**src/rtl/ws2812_rx.sv**
```systemverilog
// WS2812 serial receiver: decodes GRB words from a single-wire stream and
// exposes the first word of each frame through a small CPU register page.
module ws2812_rx #(
  parameter int CLK_FRE      = 25_175_000,
  parameter int T_BIT_THRESH = 15,
  parameter int T_HIGH_MAX   = 50,
  parameter int T_RESET      = 1259
) (
  input  logic       clk_i,
  input  logic       rst_i,
  input  logic       R_W_n,
  input  logic [1:0] reg_addr_i,
  input  logic [7:0] data_i,
  input  logic       rx_cs,
  input  logic       ws2812_in,
  output logic [7:0] data_o,
  output logic       irq_o
);

  typedef enum logic [1:0] {WAIT_RESET, IDLE, HIGH, LOW} state_e;

  logic        sync1_q, sync2_q, prev_q;
  logic        rise, fall;
  logic [15:0] cnt_q, cnt_d;
  state_e      state_q, state_d;
  logic [4:0]  bit_cnt_q;
  logic [7:0]  word_cnt_q;
  logic [23:0] word_q;
  logic        cap_q;
  logic [7:0]  r_q, g_q, b_q;
  logic        valid_q, valid_d, err_q, err_d;
  logic [7:0]  data_q, data_d;
  logic        bit_strb, eof_strb, long_err, busy;
  logic        too_long, frame_gap, st_clr;

  // Only data_i[1:0] is meaningful (W1C); CLK_FRE documents timing only.
  logic unused_ok;
  assign unused_ok = ^{data_i[7:2], 32'(CLK_FRE)};

  always_ff @(posedge clk_i or posedge rst_i) begin
    if (rst_i) begin
      sync1_q <= 1'b0;
      sync2_q <= 1'b0;
      prev_q  <= 1'b0;
    end else begin
      sync1_q <= ws2812_in;
      sync2_q <= sync1_q;
      prev_q  <= sync2_q;
    end
  end

  assign rise = sync2_q & ~prev_q;
  assign fall = ~sync2_q & prev_q;

  always_comb begin
    cnt_d = cnt_q;
    if (rise || fall)        cnt_d = 16'd0;
    else if (cnt_q != 16'hFFFF) cnt_d = cnt_q + 16'd1;
  end

  always_ff @(posedge clk_i or posedge rst_i) begin
    if (rst_i) cnt_q <= 16'd0;
    else       cnt_q <= cnt_d;
  end

  assign too_long  = cnt_q > 16'(T_HIGH_MAX);
  assign frame_gap = cnt_q >= 16'(T_RESET);

  // FSM: state register
  always_ff @(posedge clk_i or posedge rst_i) begin
    if (rst_i) state_q <= WAIT_RESET;
    else       state_q <= state_d;
  end

  // FSM: next state
  always_comb begin
    state_d = state_q;
    unique case (state_q)
      WAIT_RESET: if (!sync2_q && !rise && frame_gap) state_d = IDLE;
      IDLE:       if (rise) state_d = HIGH;
      HIGH: begin
        if (too_long)  state_d = WAIT_RESET;
        else if (fall) state_d = LOW;
      end
      LOW: begin
        if (rise)           state_d = HIGH;
        else if (frame_gap) state_d = IDLE;
      end
      default: state_d = WAIT_RESET;
    endcase
  end

  // FSM: outputs
  always_comb begin
    bit_strb = 1'b0;
    eof_strb = 1'b0;
    long_err = 1'b0;
    busy     = 1'b0;
    unique case (state_q)
      HIGH: begin
        busy     = 1'b1;
        long_err = too_long;
        bit_strb = fall && !too_long;
      end
      LOW: begin
        busy     = 1'b1;
        eof_strb = !rise && frame_gap;
      end
      default: ;
    endcase
  end

  always_ff @(posedge clk_i or posedge rst_i) begin
    if (rst_i) begin
      bit_cnt_q  <= 5'd0;
      word_cnt_q <= 8'd0;
      word_q     <= 24'd0;
      cap_q      <= 1'b0;
    end else begin
      cap_q <= bit_strb && (bit_cnt_q == 5'd23) && (word_cnt_q == 8'd0);
      if (bit_strb) begin
        word_q <= {word_q[22:0], (cnt_q > 16'(T_BIT_THRESH))};
        if (bit_cnt_q == 5'd23) begin
          bit_cnt_q <= 5'd0;
          if (word_cnt_q != 8'hFF) word_cnt_q <= word_cnt_q + 8'd1;
        end else begin
          bit_cnt_q <= bit_cnt_q + 5'd1;
        end
      end else if (eof_strb || long_err) begin
        bit_cnt_q  <= 5'd0;
        word_cnt_q <= 8'd0;
        word_q     <= 24'd0;
      end
    end
  end

  // Colour registers take the first word only; cap_q lags the 24th bit by one cycle.
  always_ff @(posedge clk_i or posedge rst_i) begin
    if (rst_i) begin
      r_q <= 8'd0;
      g_q <= 8'd0;
      b_q <= 8'd0;
    end else if (cap_q) begin
      g_q <= word_q[23:16];
      r_q <= word_q[15:8];
      b_q <= word_q[7:0];
    end
  end

  assign st_clr = rx_cs && !R_W_n && (reg_addr_i == 2'd0);

  // Hardware set is OR-ed in after the clear so it wins a same-cycle collision.
  always_comb begin
    valid_d = valid_q & ~(st_clr & data_i[0]);
    err_d   = err_q   & ~(st_clr & data_i[1]);
    if (eof_strb && word_cnt_q != 8'd0)             valid_d = 1'b1;
    if (long_err || (eof_strb && bit_cnt_q != 5'd0)) err_d   = 1'b1;
  end

  always_comb begin
    data_d = 8'd0;
    unique case (reg_addr_i)
      2'd0: data_d = {5'd0, busy, err_q, valid_q};
      2'd1: data_d = r_q;
      2'd2: data_d = g_q;
      2'd3: data_d = b_q;
      default: data_d = 8'd0;
    endcase
  end

  always_ff @(posedge clk_i or posedge rst_i) begin
    if (rst_i) begin
      valid_q <= 1'b0;
      err_q   <= 1'b0;
      data_q  <= 8'd0;
    end else begin
      valid_q <= valid_d;
      err_q   <= err_d;
      data_q  <= data_d;
    end
  end

  assign data_o = data_q;
  assign irq_o  = valid_q | err_q;

endmodule

```
**config.mk**
```make
export PLATFORM = sky130hd
export DESIGN_NAME = ws2812_rx
export DESIGN_NICKNAME = d
export VERILOG_FILES = /design/src/rtl/ws2812_rx.sv
export SDC_FILE = /design/constraint.sdc
export NUM_CORES = 1
export LEC_CHECK = 0
export BUFFER_PORTS_ARGS = -buffer_cell sky130_fd_sc_hd__buf_4
export CAP_MARGIN = 10
export CORE_UTILIZATION = 35
export DETAILED_ROUTE_END_ITERATION = 16
export MAX_ROUTING_LAYER = met4
export PLACE_DENSITY = 0.58
export SYNTH_ARGS = -nofsm -noshare
export SYNTH_HDL_FRONTEND = slang
export SYNTH_SLANG_ARGS = --single-unit
```
**constraint.sdc**
```tcl
create_clock -name clk_i -period 9.2 [get_ports clk_i]
set_input_delay 1.84 -clock clk_i [delete_from_list [all_inputs] [get_ports clk_i]]
set_output_delay 1.84 -clock clk_i [all_outputs]
set_load 0.005 [all_outputs]
```
==> impl_metrics.yaml <==
placed_design:
  io_buffers: 17
  place_congestion: 0.834
  pre_cts_ws_ps: 6040
  hpwl_um: 5740
route:
  post-route-drc-count: 0
  totalWireLength_um: 8920
  vias: 3041
  drt-pass1-iter-count: 4
  via_per_inst: 5.15
  post_drt_wl_per_cell_um: 15.1
  drt_iter0_markers: 187
  ant_nets: 0
timing:
  timing.final.crit_period_ps: 3050
  setup-tns-final_ps: 0
  rsz0062_at_grt: "no"
  fmax_mhz: 328
  holdWs_ps: 365
  setup-violations-final: 0
  skew_ps: 11.6
  hold_viol: 0
  timing.final.crit_share: 0.331
  fin_ws_ps: 6150
  worstMarginPinSlew_ps: 1070
  slew_headroom: 0.289
  maxSlewViolCount: 0
setup_path:
  r2r-end: "bit_cnt_q[1]"
  crit_path_top_delay_cell: "dfrtp_1"
  required_ps: 7360
  rrSetupSlack_ps: 6370
  cp-start-kind: "register"
  crit_start: "valid_q"
  crit_type: "register to output port"
  cp-end-kind: "output port"
  r2r_start: "cnt_q[11]"
  worstPathCellList: "or2_2 > buf_4"
  worstPathMaxFanout: 3
  crit_path_max_incr_delay_ps: 420
  rr_worst_depth: 5
  cp.arrival_ps: 1210
synth:
  syn_inst: 406
  yosysSeqAreaShare: 0.536
  async_reset_ff_frac: 1.00
  synthFlopType: "dfrtp_1"
  synth_area_per_cell_um2: 10.7
  ys_types: 51
  synth_area_um2: 4340
  ys_warn_count: 0
  synth_nets: 429
  synth_edf_count: 0
  ys_seq_elements: 93
die:
  die_area_um2: 12900
  die_y_um: 113
  num_rows: 40
  start_util: 0.360
  ios: 24
  coreArea_um2: 12100
  dieWidth_um: 113
clocking:
  cts_buffer_depth: 2
  clkSinkCount: 93
  clk_latency_ps: 350
  h-tree-depth: 3
  cts_resized: 0
  numCtsBuffers: 9
  cts_tree: "done"
  cts_hold_buf: 0
  path_clk_slew_ps: 70
  ctsRootBufferMaster: "clkbuf_16"
  cts_setup_buffers: 0
min_path:
  min-delay-start: "sync1_q"
  holdPathEnd: "sync2_q"
  worstHoldPathCells: 0
  hold_class: "register to register"
layout:
  nets: 441
  antenna_cells: 0
  fill_cells: 1154
  drive_gt1_frac: 0.177
  fin_util: 0.406
  syn2layout_area_growth_pct: 12.7
global_route:
  grt_max_degree: 75
  grt_antenna_before_repair: 0
  grt_first_pass_wirelength_um: 15700
  grt_usage: 0.160
  grt-ovfl-total: 0
  grt_pass1_vias: 3156
power_and_ir_drop:
  vdd_ir_drop_max_v: 0.0000993
  power.leakage_uw: 0.00219
  cellPowerDensity_nw_per_um2: 165
flow_run:
  cap_violations: 0
status:
  status: "complete, no violations"
[per-stage QoR]
stage | cell area, um^2 | cells | total power, uW
CTS | 4890 | 591 | 821
finish | 4890 | 591 | 809
global route | 4890 | 591 | 841
global placement | 4600 | 575 | 456
floorplan | 4340 | 406 | 444
detailed placement | 4600 | 575 | 457
[flip-flops by register name, indices dropped and copies added, names as in the netlist, 2 cells and up]
| register | flops |
|---|---|
| b_q | 8 |
| word_cnt_q | 8 |
| state_q | 2 |
| data_o | 8 |
| r_q | 8 |
| g_q | 8 |
| bit_cnt_q | 5 |
| word_q | 24 |
| cnt_q | 16 |
[report_power, final]
part           leakage [uW]  total, uW  internal [uW]  switching [uW]
sequential          0.00129        418            412            5.40
clock              0.000140        361            190             172
combinational      0.000756       29.8           10.4            19.4
total               0.00219        809            613             196
[final cells by class]
| cell class | count | area [um^2] | share of cell area |
|---|---|---|---|
| well taps | 168 | 210 | 0.0430 |
| clock buffers | 9 | 225 | 0.0460 |
| flip-flops and latches | 93 | 2330 | 0.476 |
| clock inverters | 7 | 65.1 | 0.0133 |
| repair buffers | 20 | 150 | 0.0307 |
| multi-input cells | 281 | 1870 | 0.381 |
| inverters | 13 | 50.0 | 0.0102 |
[Yosys cell counts (2+ instances only)]
cell type / n / share of area
dfrtp_1: 93 / 0.54
nand2_1: 65 / 0.056
mux2_2: 29 / 0.075
o21ai_1: 26 / 0.030
nor2_1: 21 / 0.018
nand3_1: 17 / 0.020
inv_1: 13 / 0.011
clkbuf_1: 12 / 0.010
o21ai_0: 9 / 0.010
ha_1: 8 / 0.023
a22o_1: 7 / 0.014
nand4_1: 7 / 0.010
nor3_1: 7 / 0.0081
xor2_1: 7 / 0.014
o2111ai_1: 6 / 0.012
a21oi_1: 5 / 0.0058
and3_1: 5 / 0.0072
nor2b_1: 5 / 0.0072
nor4_1: 5 / 0.0072
xnor2_1: 5 / 0.010
and4_1: 3 / 0.0061
buf_2: 3 / 0.0035
buf_6: 3 / 0.0078
mux4_2: 3 / 0.016
nor4b_1: 3 / 0.0061
o211ai_1: 3 / 0.0052
o31ai_1: 3 / 0.0052
or3_1: 3 / 0.0043
or4_1: 3 / 0.0052
a211oi_1: 2 / 0.0035
nand3b_1: 2 / 0.0035
nand4b_1: 2 / 0.0040
o21a_1: 2 / 0.0035
o311a_1: 2 / 0.0046
[worst max-delay path by stage]
stage | endpoint | cells past startpoint
final | irq_o | 2
after global routing | irq_o | 2
after CTS | irq_o | 2
after detailed placement | cnt_q[9] | 3
after global placement | cnt_q[9] | 3
after floorplan | b_q[0] | 1
[layer usage]
| metal | wire length, um | share of wire | track usage | up-vias |
|---|---|---|---|---|
| li1 | - | - | - | 1473 |
| met1 | 4180 | 0.47 | 0.198 | 1515 |
| met2 | 4360 | 0.49 | 0.261 | 43 |
| met3 | 269 | 0.030 | 0.0335 | 10 |
| met4 | 110 | 0.012 | 0.0535 | 0 |
| met5 | 0 | 0 | - | - |
[critical path: cells and delay by family, from the launching register on]
family | cells | cell delay, ps
flops | 1 | 420
simple gates | 1 | 310
buf+inv | 1 | 140
[cells by family (layout without fill, tap and decap cells)]
logic type                 count (synthesis)  in the layout  share of synthesized area
adders and majority gates                  8              8                     0.0230
xor gates and xnor gates                  12             12                     0.0242
buffers and inverters                     32             49                     0.0346
AOI/OAI and AO/OA                         72             72                      0.109
DFF                                       93             93                      0.536
and+or+nand+nor                          156            156                      0.180
muxes                                     33             33                     0.0931
[layout by cell type, fill, tap and decap left out, drive strengths merged, types with 6 or more instances in the layout]
master	netlist	final
xor2	7	7
buf	7	20
nor4	6	6
mux2	29	29
nor3	8	8
dfrtp	93	93
clkbuf	12	9
inv	13	16
nand2	66	66
a22o	7	7
o2111ai	6	6
nor2	21	21
nand4	7	7
o21ai	36	36
ha	8	8
nand3	17	17
Note: power is estimated with default switching activity, not from simulation.
